`src/rtl/multicycle_ctrl.sv`:
```
// Multicycle MIPS control FSM: sequences the shared memory/ALU datapath one state per cycle.
// Optional single-step hold between instructions is built when STEP_EN is defined.
module multicycle_ctrl (
    input  logic       clock,
    input  logic       reset,
    input  logic [5:0] opcode,
    input  logic [5:0] funct,
    input  logic       zero,
`ifdef STEP_EN
    input  logic       change,
    input  logic       step,
`endif
    output logic       pc_en,
    output logic [1:0] pc_src,
    output logic       ir_write,
    output logic       i_or_d,
    output logic       mem_read,
    output logic       mem_write,
    output logic       reg_dst,
    output logic       mem_to_reg,
    output logic       reg_write,
    output logic       alu_src_a,
    output logic [1:0] alu_src_b,
    output logic [5:0] alu_ctrl,
    output logic       instr_done,
    output logic       illegal,
    output logic [3:0] state
);

    localparam int unsigned ST_W = 4;

    localparam logic [5:0] OP_RTYPE = 6'h00;
    localparam logic [5:0] OP_J     = 6'h02;
    localparam logic [5:0] OP_BEQ   = 6'h04;
    localparam logic [5:0] OP_BNE   = 6'h05;
    localparam logic [5:0] OP_ADDI  = 6'h08;
    localparam logic [5:0] OP_LW    = 6'h23;
    localparam logic [5:0] OP_SW    = 6'h2B;
    localparam logic [5:0] ALU_ADD  = 6'h20;
    localparam logic [5:0] ALU_SUB  = 6'h22;

    typedef enum logic [ST_W-1:0] {
        S_FETCH     = 4'd0,
        S_DECODE    = 4'd1,
        S_MEM_ADDR  = 4'd2,
        S_MEM_READ  = 4'd3,
        S_MEM_WB    = 4'd4,
        S_MEM_WRITE = 4'd5,
        S_EXECUTE   = 4'd6,
        S_ALU_WB    = 4'd7,
        S_BRANCH    = 4'd8,
        S_JUMP      = 4'd9,
        S_ADDI_EXEC = 4'd10,
        S_ADDI_WB   = 4'd11,
        S_TRAP      = 4'd12,
        S_HOLD      = 4'd13
    } state_t;

    state_t     r_state;
    state_t     w_next;
    state_t     w_done_next;
    logic       w_pc_write;
    logic       w_pc_write_cond;
    logic       w_taken;
    logic [1:0] w_pc_src;
    logic       w_ir_write;
    logic       w_i_or_d;
    logic       w_mem_read;
    logic       w_mem_write;
    logic       w_reg_dst;
    logic       w_mem_to_reg;
    logic       w_reg_write;
    logic       w_alu_src_a;
    logic [1:0] w_alu_src_b;
    logic [5:0] w_alu_ctrl;
    logic       w_instr_done;

`ifdef STEP_EN
    logic r_step_meta;
    logic r_step_sync;
    logic r_step_prev;
    logic w_step_rise;

    // Two-flop synchronizer plus rising-edge detect for the step button
    always_ff @(posedge clock) begin
        if (reset) begin
            r_step_meta <= 1'b0;
            r_step_sync <= 1'b0;
            r_step_prev <= 1'b0;
        end else begin
            r_step_meta <= step;
            r_step_sync <= r_step_meta;
            r_step_prev <= r_step_sync;
        end
    end

    assign w_step_rise = r_step_sync & ~r_step_prev;
    assign w_done_next = change ? S_HOLD : S_FETCH;
`else
    assign w_done_next = S_FETCH;
`endif

    always_ff @(posedge clock) begin
        if (reset) begin
            r_state <= S_FETCH;
        end else begin
            r_state <= w_next;
        end
    end

    assign w_taken = (opcode == OP_BNE) ? ~zero : zero;

    // Next-state and per-state datapath controls
    always_comb begin
        w_next          = r_state;
        w_pc_write      = 1'b0;
        w_pc_write_cond = 1'b0;
        w_pc_src        = 2'b00;
        w_ir_write      = 1'b0;
        w_i_or_d        = 1'b0;
        w_mem_read      = 1'b0;
        w_mem_write     = 1'b0;
        w_reg_dst       = 1'b0;
        w_mem_to_reg    = 1'b0;
        w_reg_write     = 1'b0;
        w_alu_src_a     = 1'b0;
        w_alu_src_b     = 2'b00;
        w_alu_ctrl      = ALU_ADD;
        w_instr_done    = 1'b0;
        case (r_state)
            S_FETCH: begin
                w_mem_read  = 1'b1;
                w_ir_write  = 1'b1;
                w_alu_src_b = 2'b01;
                w_pc_write  = 1'b1;
                w_next      = S_DECODE;
            end
            S_DECODE: begin
                w_alu_src_b = 2'b11;
                case (opcode)
                    OP_LW, OP_SW:   w_next = S_MEM_ADDR;
                    OP_RTYPE:       w_next = S_EXECUTE;
                    OP_ADDI:        w_next = S_ADDI_EXEC;
                    OP_BEQ, OP_BNE: w_next = S_BRANCH;
                    OP_J:           w_next = S_JUMP;
                    default:        w_next = S_TRAP;
                endcase
            end
            S_MEM_ADDR: begin
                w_alu_src_a = 1'b1;
                w_alu_src_b = 2'b10;
                w_next      = (opcode == OP_LW) ? S_MEM_READ : S_MEM_WRITE;
            end
            S_MEM_READ: begin
                w_mem_read = 1'b1;
                w_i_or_d   = 1'b1;
                w_next     = S_MEM_WB;
            end
            S_MEM_WB: begin
                w_mem_to_reg = 1'b1;
                w_reg_write  = 1'b1;
                w_instr_done = 1'b1;
                w_next       = w_done_next;
            end
            S_MEM_WRITE: begin
                w_mem_write  = 1'b1;
                w_i_or_d     = 1'b1;
                w_instr_done = 1'b1;
                w_next       = w_done_next;
            end
            S_EXECUTE: begin
                w_alu_src_a = 1'b1;
                w_alu_ctrl  = funct;
                w_next      = S_ALU_WB;
            end
            S_ALU_WB: begin
                w_reg_dst    = 1'b1;
                w_reg_write  = 1'b1;
                w_instr_done = 1'b1;
                w_next       = w_done_next;
            end
            S_BRANCH: begin
                w_alu_src_a     = 1'b1;
                w_alu_ctrl      = ALU_SUB;
                w_pc_src        = 2'b01;
                w_pc_write_cond = 1'b1;
                w_instr_done    = 1'b1;
                w_next          = w_done_next;
            end
            S_JUMP: begin
                w_pc_src     = 2'b10;
                w_pc_write   = 1'b1;
                w_instr_done = 1'b1;
                w_next       = w_done_next;
            end
            S_ADDI_EXEC: begin
                w_alu_src_a = 1'b1;
                w_alu_src_b = 2'b10;
                w_next      = S_ADDI_WB;
            end
            S_ADDI_WB: begin
                w_reg_write  = 1'b1;
                w_instr_done = 1'b1;
                w_next       = w_done_next;
            end
            S_TRAP: begin
                w_next = S_TRAP;
            end
            S_HOLD: begin
`ifdef STEP_EN
                if (!change || w_step_rise) begin
                    w_next = S_FETCH;
                end
`else
                w_next = S_FETCH;
`endif
            end
            default: begin
                w_next = S_FETCH;
            end
        endcase
    end

    // Write strobes and status are suppressed while reset is held
    assign pc_en      = ~reset & (w_pc_write | (w_pc_write_cond & w_taken));
    assign ir_write   = ~reset & w_ir_write;
    assign mem_read   = ~reset & w_mem_read;
    assign mem_write  = ~reset & w_mem_write;
    assign reg_write  = ~reset & w_reg_write;
    assign instr_done = ~reset & w_instr_done;
    assign illegal    = ~reset & (r_state == S_TRAP);
    assign state      = reset ? ST_W'(0) : r_state;
    assign pc_src     = w_pc_src;
    assign i_or_d     = w_i_or_d;
    assign reg_dst    = w_reg_dst;
    assign mem_to_reg = w_mem_to_reg;
    assign alu_src_a  = w_alu_src_a;
    assign alu_src_b  = w_alu_src_b;
    assign alu_ctrl   = w_alu_ctrl;

endmodule
```
`config.mk`:
```
export PLATFORM = sky130hd
export DESIGN_NAME = multicycle_ctrl
export DESIGN_NICKNAME = d
export VERILOG_FILES = /design/src/rtl/multicycle_ctrl.sv
export SDC_FILE = /design/constraint.sdc
export NUM_CORES = 1
export LEC_CHECK = 0
export ABC_AREA = 1
export BUFFER_PORTS_ARGS = -buffer_cell sky130_fd_sc_hd__buf_2
export CORE_UTILIZATION = 39
export DETAILED_ROUTE_END_ITERATION = 7
export PLACE_DENSITY = 0.77
export SETUP_SLACK_MARGIN = 0.02
export SLEW_MARGIN = 5
export SYNTH_ARGS = -nofsm -noshare
export SYNTH_HDL_FRONTEND = slang
export SYNTH_SLANG_ARGS = --single-unit
export TNS_END_PERCENT = 100
```
`constraint.sdc`:
```
create_clock -name clock -period 1.53 [get_ports clock]
set_input_delay 0.306 -clock clock [delete_from_list [all_inputs] [get_ports clock]]
set_output_delay 0.306 -clock clock [all_outputs]
set_load 0.02 [all_outputs]
```
-- After elaboration in Yosys (flattened, before gate mapping)
Index checks and enable logic that the tools add are counted.
- mux-type cells: 19
- bitwise logic cells: 11
- reductions and logical operators: 11
- equal/unequal tests: 18
- operator list (operator ; count):
    $pmux 4 s7 ; 1
    $eq 4x4->1 const B ; 5
    $pmux 4 s5 ; 1
    $eq 4x3->1 const B ; 4
    $eq 6x3->1 const B ; 2
    $eq 6x6->1 const B ; 2
    $mux 1 ; 12
    $pmux 6 s2 ; 1
    $reduce_or 2->1 ; 6
    $and 1x1->1 ; 8
    $eq 4x2->1 const B ; 2
    $eq 6x2->1 const B ; 1
    $eq 6x4->1 const B ; 1
    $logic_not 6->1 ; 1
    $pmux 2 s3 ; 1
    $reduce_or 6->1 ; 1
    $eq 4x1->1 const B ; 1
    $logic_not 4->1 ; 1
    $mux 4 ; 1
    $pmux 2 s2 ; 1
    $reduce_or 4->1 ; 1
    $mux 3 ; 1
    $reduce_or 3->1 ; 1
    $not 1->1 ; 2
    $or 1x1->1 ; 1
- input port bits: 15
- output and inout port bits: 25
- bits in registers: 4

-- Depth between registers and ports, before layout
Gate-level depths: netlist (run 1).
- depth in word-level cells: 5
- depth in mapped cells: 9

-- Least setup slack after synthesis (run 1)
No wires, ideal clock.
- kind: reg-to-output
- start: register r_state[3]
- end: output pc_en
- arrival time: 1.412 ns
- stages on the path, launching flop included: 7
- path slack: -0.188 ns
- required time: 1.224 ns
- cell sequence: dfxtp_1 > inv_2 > nor2_2 > inv_2 > nor3_2 > nor2_1 > a21oi_1
- cells in the longest elaborated chain, start to end: 5
- elaborated cells on any way between the ends: 9
- classes of those cells: eq/ne: 2; mux: 2; bitwise: 3; reduce/logical: 2
- ends and longest elaborated chain (item ; line ; source):
    start: declaration ; 59 ; state_t r_state;
    start signal: assignment ; 107 ; r_state <= w_next;
    $eq 4x4->1 or $logic_not 4->1 (tied branches) ; 130 ; case (r_state)
    $reduce_or 2->1 (no line) or $mux 1 (tied branches) ; - ;
    $mux 1 or $and 1x1->1 (tied branches) ; 130, 225 ;
    $or 1x1->1 (*) ; 225 ; assign pc_en = ~reset & (w_pc_write | (w_pc_write_cond & w_taken));
    $and 1x1->1 (*) ; 225 ;
    end: declaration ; 13 ; output logic pc_en,
Mark *: on every way between the ends. The rest lies on a longest branch, timed or not.

-- Final worst setup path (run 1)
- start: register r_state[3]
- end: output alu_ctrl[1]
- cells in the longest elaborated chain, start to end: 2
- elaborated cells on any way between the ends: 3
- classes of those cells: eq/ne: 2; mux: 1
- ends and longest elaborated chain (item ; line ; source):
    $eq 4x4->1 or $eq 4x3->1 (tied branches) ; 130 ;
    $pmux 6 s2 (*) ; 130 ;
    end: declaration ; 24 ; output logic [5:0] alu_ctrl,
Marked as above.

==> flow_summary.ini, run 1 <==
[final_layout]
multi_input_area_sq_um = 498.0
drive_gt1_frac = 0.6069
largest_reg_flops = 4
reg_top3 = r_state (4)
final_area_sq_um = 1225
fillerInstances = 48
syn_to_final_growth_pct = 122.0
largest-register = r_state
ff_latch_area_sq_um = 95.09
nNetsFinal = 190
diodes = 0

[pwr]
p_sw_w = 0.0004040
p_leak_nw = 0.6480
power_frac_seq = 0.173
swShare = 0.4863
combPwrFrac = 0.649
p_total_w = 0.0008308
p_int_w = 0.0004268
p_clk_frac = 0.178
p_per_area_nw_per_um2 = 678.2
peakVddDrop_v = 0.0005949

[floorplan]
initial_utilization = 0.4240
die_w_um = 39.62
die_h_um = 39.62
placementRows = 13
io_pins = 40
fp.dieArea_sq_um = 1569
core-area_sq_um = 1301

[logic_synthesis]
synth_fp_nets = 125
synth_top_area_cell = nor2_1
netlist.area_leader.share = 0.2177
synth_warnings = 0
synth-seq-cells = 4
synth_edf_count = 0
synth_cell_types = 19
yosysMostFrequentCell = nor2_1
synth_flop_cell = dfxtp_1
avgSynthCellArea_sq_um = 5.016
syn_area_sq_um = 551.8
ys_top_cells_by_area = nor2_1 22%, dfxtp_1 15%, inv_1 14%, nand2_1 12%, nand3_1 8.2%
netlist_top_cells_count = 32 x nor2_1, 21 x inv_1, 17 x nand2_1
async_flop_share = 0
ys_seq_area_frac = 0.1451
synth_cells = 110

[route]
ant_nets = 0
firstDrtPassIters = 4
drc_errors = 0
wl_per_cell_um = 18.39
vias = 1097
routed_wl_um = 3458
initialDrtViolationCount = 90
drt-vias-per-instance = 5.835

[hold_path]
min_to = r_state[1]
min_from = reset
min_path_type = input port to register
whs_path_depth = 2

[sta]
fin_skew_ns = 0.01698
finalHoldViolCount = 0
slew_viol_final = 0
period_share = 1.146
rsz0062_at_grt = true
tns_ns = -2.359
worst_slew_pin_slew_ns = 0.3263
setup_violations = 19
slew_headroom = 0.7824
fin_ws_ns = -0.2235
max_freq_ghz = 0.5703
fin_crit_ns = 1.753

[worst_setup_path]
cpLargestDelayFamily = buffers and inverters
ff2ff_path_depth = 8
cp_data_required_time_ns = 1.22
r2r_end = r_state[3]
critPathMaxFanout = 4
arrival_ns = 1.45
crit_type = register to output pin
path_cells = inv_4, nor2_4, inv_4, nor2_4, buf_4, inv_1, nand2_1, buf_6
r2r_slack_ns = 0.05
endpoint_kind = output pin
path_buf_inv = 5
cp_slowest_cell = dfxtp_4
rr_startpoint = r_state[0]
critPathMaxStageDelay_ns = 0.41
critPathLaunchType = register

[run]
cap_viol_max_count = 0

[global_route]
grt_max_degree = 16
grtUsageMet2 = 0.6557
gr-usage-met3 = 0.07955
grtUsageTotal = 0.3697
grt_pass1_vias = 876
use_met1 = 0.4054
antenna_found_initial = 0
gr-total-overflow = 0
grt.busiest_layer = met2
grt_pass1_wl_um = 3836

[clock_network]
cts_max_path_buffers = 2
cts_root_buffer = clkbuf_4
cts.clk_slew.worst_paths_ns = 0.05
cts_hold_buf = 0
numCtsBuffers = 3
clock_latency_ns = 0.26
cts_htree_levels = 1
tritoncts = done
cts_sinks = 4

[status]
status = finished, violations left
violations = setup timing

[placed_design]
post_dp_cell_area_sq_um = 855.8
place_congestion = 0.7954
hpwl_um = 1382
io_buffer_count = 39
## worst reg2reg max path: stages, from the launching register on
cell and delay, ns:
dfxtp_4 0.37, buf_4 0.13, inv_2 0.06, nor2_2 0.18, nand2_1 0.15, buf_4 0.18, inv_1 0.08, o21ai_0 0.11
a21oi_1 0.15
## logic make-up after synthesis
logic type / count (synthesis) / synth area share
and+or+nand+nor: 67 / 0.5397
buffers and inverters: 26 / 0.1769
AOI/OAI and AO/OA: 13 / 0.1383
DFF: 4 / 0.1451
## per-stage QoR
stage | setup slack (ns) | instances | hold slack, ns | utilization
6_report | -0.2235 | 188 | 0.4373 | 0.9413
5_1_grt | -0.2756 | 188 | 0.4488 | 0.9413
4_1_cts | -0.1041 | 186 | 0.4201 | 0.8808
3_5_place_dp | -0.02767 | 171 | 0.6060 | 0.6577
3_3_place_gp | 0.001552 | 171 | 0.5944 | 0.6577
2_1_floorplan | 0.01567 | 110 | 0.3677 | -
## placed cells by master, fill, tap and decap left out, types with 3 or more instances in the layout
cell and count:
inv_1 15, buf_6 17, clkbuf_4 3, inv_4 5, nor2_1 20, a21oi_1 5, nor2_2 5, buf_4 23
nor2_4 12, inv_2 5, buf_2 20, dfxtp_4 4, nand2_1 15, nand3_1 7
## metal layers
layer | part of all wire | wire length (um)
met5 | 0 | 0
met4 | 0.074 | 255
met3 | 0.10 | 361
met2 | 0.49 | 1691
met1 | 0.33 | 1150
## power by group through the flow
| stage | Sequential [W] | Combinational (W) | Clock [W] |
|---|---|---|---|
| final | 0.000144 | 0.000540 | 0.000148 |
| after global routing | 0.000144 | 0.000576 | 0.000150 |
| after CTS | 0.000140 | 0.000454 | 0.000140 |
| after detailed placement | 0.000134 | 0.000342 | 0 |
| after global placement | 0.000133 | 0.000335 | 0 |
| after floorplan | 0.000135 | 0.000222 | 0 |
## area by class of cell
type,count,share of cell area
Multi-Input combinational cell,80,0.4065
Timing Repair Buffer,61,0.3953
Inverter,25,0.08682
Sequential cell,4,0.07763
Clock buffer,3,0.01839
Tap cell,15,0.01532
## timing repair
action | 4_1_cts | 5_1_grt
gates cloned | 0 | 0
buffers inserted | 12 | 2
gates resized for setup | 60 | 20
pin swaps | 9 | 8
setup endpoints to repair | 19 | 20
## worst max path at each step
stage	startpoint	to	slack (ns)	depth (start not counted)
floorplan	r_state[1]	alu_src_b[1]	0.02	4
global placement	opcode[5]	pc_en	0.002	7
detailed placement	opcode[5]	pc_en	-0.03	7
CTS	r_state[3]	pc_en	-0.10	7
global route	r_state[3]	alu_ctrl[1]	-0.28	8
finish	r_state[3]	alu_ctrl[1]	-0.22	8
No activity file was read; power rests on OpenSTA's default activity.
==> run 2, diff against run 1 <==
--- a/constraint.sdc
+++ b/constraint.sdc
@@ -3,2 +3,2 @@
 set_output_delay 0.306 -clock clock [all_outputs]
-set_load 0.02 [all_outputs]
+set_load 0.05 [all_outputs]
==> run 2 against run 1 <==
Synthesized area is the same. Synthesized cell count did not move. The flow now stops in 4_1_cts.
==> flow_summary.ini, run 2 <==
[status]
status = did not finish
failed_stage = 4_1_cts
error = [ERROR DPL-0033] detailed placement checks failed during check placement.

[placed_design]
dpl_worst_slack_ns = -0.1299
post_dp_cell_area_sq_um = 1005
hpwl_um = 1532
io_buffer_count = 39
placed_cells = 181
place_congestion = 0.8065

[logic_synthesis]
synth_edf_count = 0
synth_warnings = 0
yosysMostFrequentCell = nor2_1
synth_cells = 110
synth-seq-cells = 4
syn_area_sq_um = 551.8
ys_top_cells_by_area = nor2_1 22%, dfxtp_1 15%, inv_1 14%, nand2_1 12%, nand3_1 8.2%
synth_flop_cell = dfxtp_1
ys_seq_area_frac = 0.1451
synth_top_area_cell = nor2_1
async_flop_share = 0
synth_fp_nets = 125
avgSynthCellArea_sq_um = 5.016
netlist_top_cells_count = 32 x nor2_1, 21 x inv_1, 17 x nand2_1
synth_cell_types = 19
netlist.area_leader.share = 0.2177

[clock_network]
post_cts_buffers = 4
cts_max_path_buffers = 2
cts_htree_levels = 1
cts_root_buffer = clkbuf_4
cts_sinks = 4
numCtsBuffers = 3
cts_hold_buf = 0
cts_resized = 71

[floorplan]
initial_utilization = 0.4240
placementRows = 13
die_w_um = 39.62
io_pins = 40
die_h_um = 39.62
==> run 2: cell counts after synthesis <==
No cell type changed its count.
==> run 2: cells by family after synthesis <==
kind of cell	Yosys count	synth area share
simple gates	67	0.5397
buf+inv	26	0.1769
compound gates	13	0.1383
flops	4	0.1451
==> run 2: stage by stage <==
step / hold slack [ns] / TNS [ns]
detailed placement: 0.6656 / -0.2083
global placement: 0.6562 / -0.1233
floorplan: 0.3654 / -1.545
==> run 3, diff against run 2 <==
- CORE_AREA: default -> 2 2 63 65
- CORE_UTILIZATION: 39 -> default
- DIE_AREA: default -> 0 0 65 67
- PLACE_DENSITY: 0.77 -> default
- PLACE_DENSITY_LB_ADDON: default -> 0.15
- SETUP_SLACK_MARGIN: 0.02 -> default
==> run 3 against run 2 <==
The flow now finishes, with violations (setup timing).
==> flow_summary.ini, run 3 (synthesis results as in run 1) <==
[clock_network]
cts_sinks = 4
clock_latency_ns = 0.22
cts_htree_levels = 1
cts.clk_slew.worst_paths_ns = 0.03
cts_hold_buf = 0
tritoncts = done
cts_root_buffer = clkbuf_8
numCtsBuffers = 3
cts_max_path_buffers = 2

[placed_design]
place_congestion = 0.8289
dpl_worst_slack_ns = -0.1396
hpwl_um = 1744
io_buffer_count = 39
placed_cells = 218

[worst_setup_path]
cp_slowest_cell = dfxtp_4
critPathMaxStageDelay_ns = 0.38
worst-path-stages = 7
path_buf_inv = 2
ff2ff_path_depth = 8
r2r_slack_ns = 0.16
cpLargestDelayFamily = simple AND/OR/NAND/NOR gates
cp_data_required_time_ns = 1.22
endpoint_kind = output pin
critPathMaxFanout = 4
arrival_ns = 1.35
critPathLaunchType = register
path_cells = inv_4, nor2_4, nor2_1, nor2_1, nor2_2, nor2_4, buf_8
crit_type = register to output pin

[hold_path]
whs_path_depth = 2
min_path_type = input port to register

[route]
routed_wl_um = 2262
firstDrtPassIters = 4
vias = 905
drt-vias-per-instance = 3.901
drc_errors = 0
wl_per_cell_um = 9.750
ant_nets = 0
initialDrtViolationCount = 20

[run]
cap_viol_max_count = 0

[floorplan]
initial_utilization = 0.1530
placementRows = 22
die_h_um = 67
io_pins = 40
fp.dieArea_sq_um = 4355
core-area_sq_um = 3606
die_w_um = 65

[final_layout]
largest-register = r_state
stdcell_count = 232
drive_gt1_frac = 0.6522
diodes = 0
layout_commonest_cell = buf_4
syn_to_final_growth_pct = 167.8
multi_input_area_sq_um = 550.5
fillerInstances = 382
fin_util = 0.4098
reg_top3 = r_state (4)
ff_latch_area_sq_um = 92.59
nNetsFinal = 200
largest_reg_flops = 4
mostFrequentLayoutCells = 28 x buf_4, 18 x nor2_1, 17 x buf_2

[sta]
rsz0062_at_grt = true
fin_skew_ns = 0.001442
period_share = 1.083
slew_viol_final = 0
max_freq_ghz = 0.6034
setup_violations = 15
fin_ws_ns = -0.1272
finalHoldViolCount = 0
worst_slew_pin_slew_ns = 0.4391
fin_crit_ns = 1.657
slew_headroom = 0.7073

[global_route]
gr-total-overflow = 0
antenna_found_initial = 0
grt_pass1_vias = 879
grt_pass1_wl_um = 3677
grt_max_degree = 16
grtUsageTotal = 0.1085

[pwr]
peakVddDrop_v = 0.0002910
p_leak_nw = 0.7396
p_total_w = 0.001060
p_per_area_nw_per_um2 = 717.3

[status]
status = finished, violations left
violations = setup timing
==> run 3: cell type report <==
type	count	share of cell area
clock buffer	4	0.03048
inverter	25	0.07028
multi-input combinational	80	0.3726
sequential	4	0.06266
tap	48	0.04064
timing repair buffer	71	0.4234
==> run 3: stage by stage <==
| stage | setup TNS (ns) | instance area, sq um | hold WS, ns |
|---|---|---|---|
| 3_5_place_dp | -0.3030 | 1071 | 0.7370 |
| 6_report | -1.240 | 1478 | 0.5177 |
| 4_1_cts | -1.136 | 1345 | 0.5197 |
| 3_3_place_gp | -0.2864 | 1071 | 0.7336 |
| 5_1_grt | -2.423 | 1478 | 0.5299 |
| 2_1_floorplan | -1.672 | 654.4 | 0.3654 |
==> run 3: per-layer routing <==
metal | global-route usage | share of wire | up-vias
li1 | - | - | 483
met1 | 0.1136 | 0.39 | 404
met2 | 0.2152 | 0.56 | 18
met3 | 0.02703 | 0.044 | 0
met4 | 0.02394 | 0 | 0
met5 | 0 | 0 | -
==> run 3: power by group <==
part	switching [W]	internal, W	total [W]
Sequential	0.0000182	0.000117	0.000135
Combinational	0.000413	0.000279	0.000692
Clock	0.0000548	0.000178	0.000233
==> run 3: final timing paths <==
path                    from          to
hold reg to reg   r_state[0]  r_state[0]
setup reg to reg  r_state[2]  r_state[0]
setup / recovery  r_state[2]   reg_write
hold / removal         reset  r_state[0]
==> run 3: what timing repair did <==
| action | in CTS | in global routing |
|---|---|---|
| pin swaps | 5 | 10 |
| setup endpoints to repair | 19 | 20 |
| resized for setup | 58 | 33 |
| setup buffers | 7 | 3 |
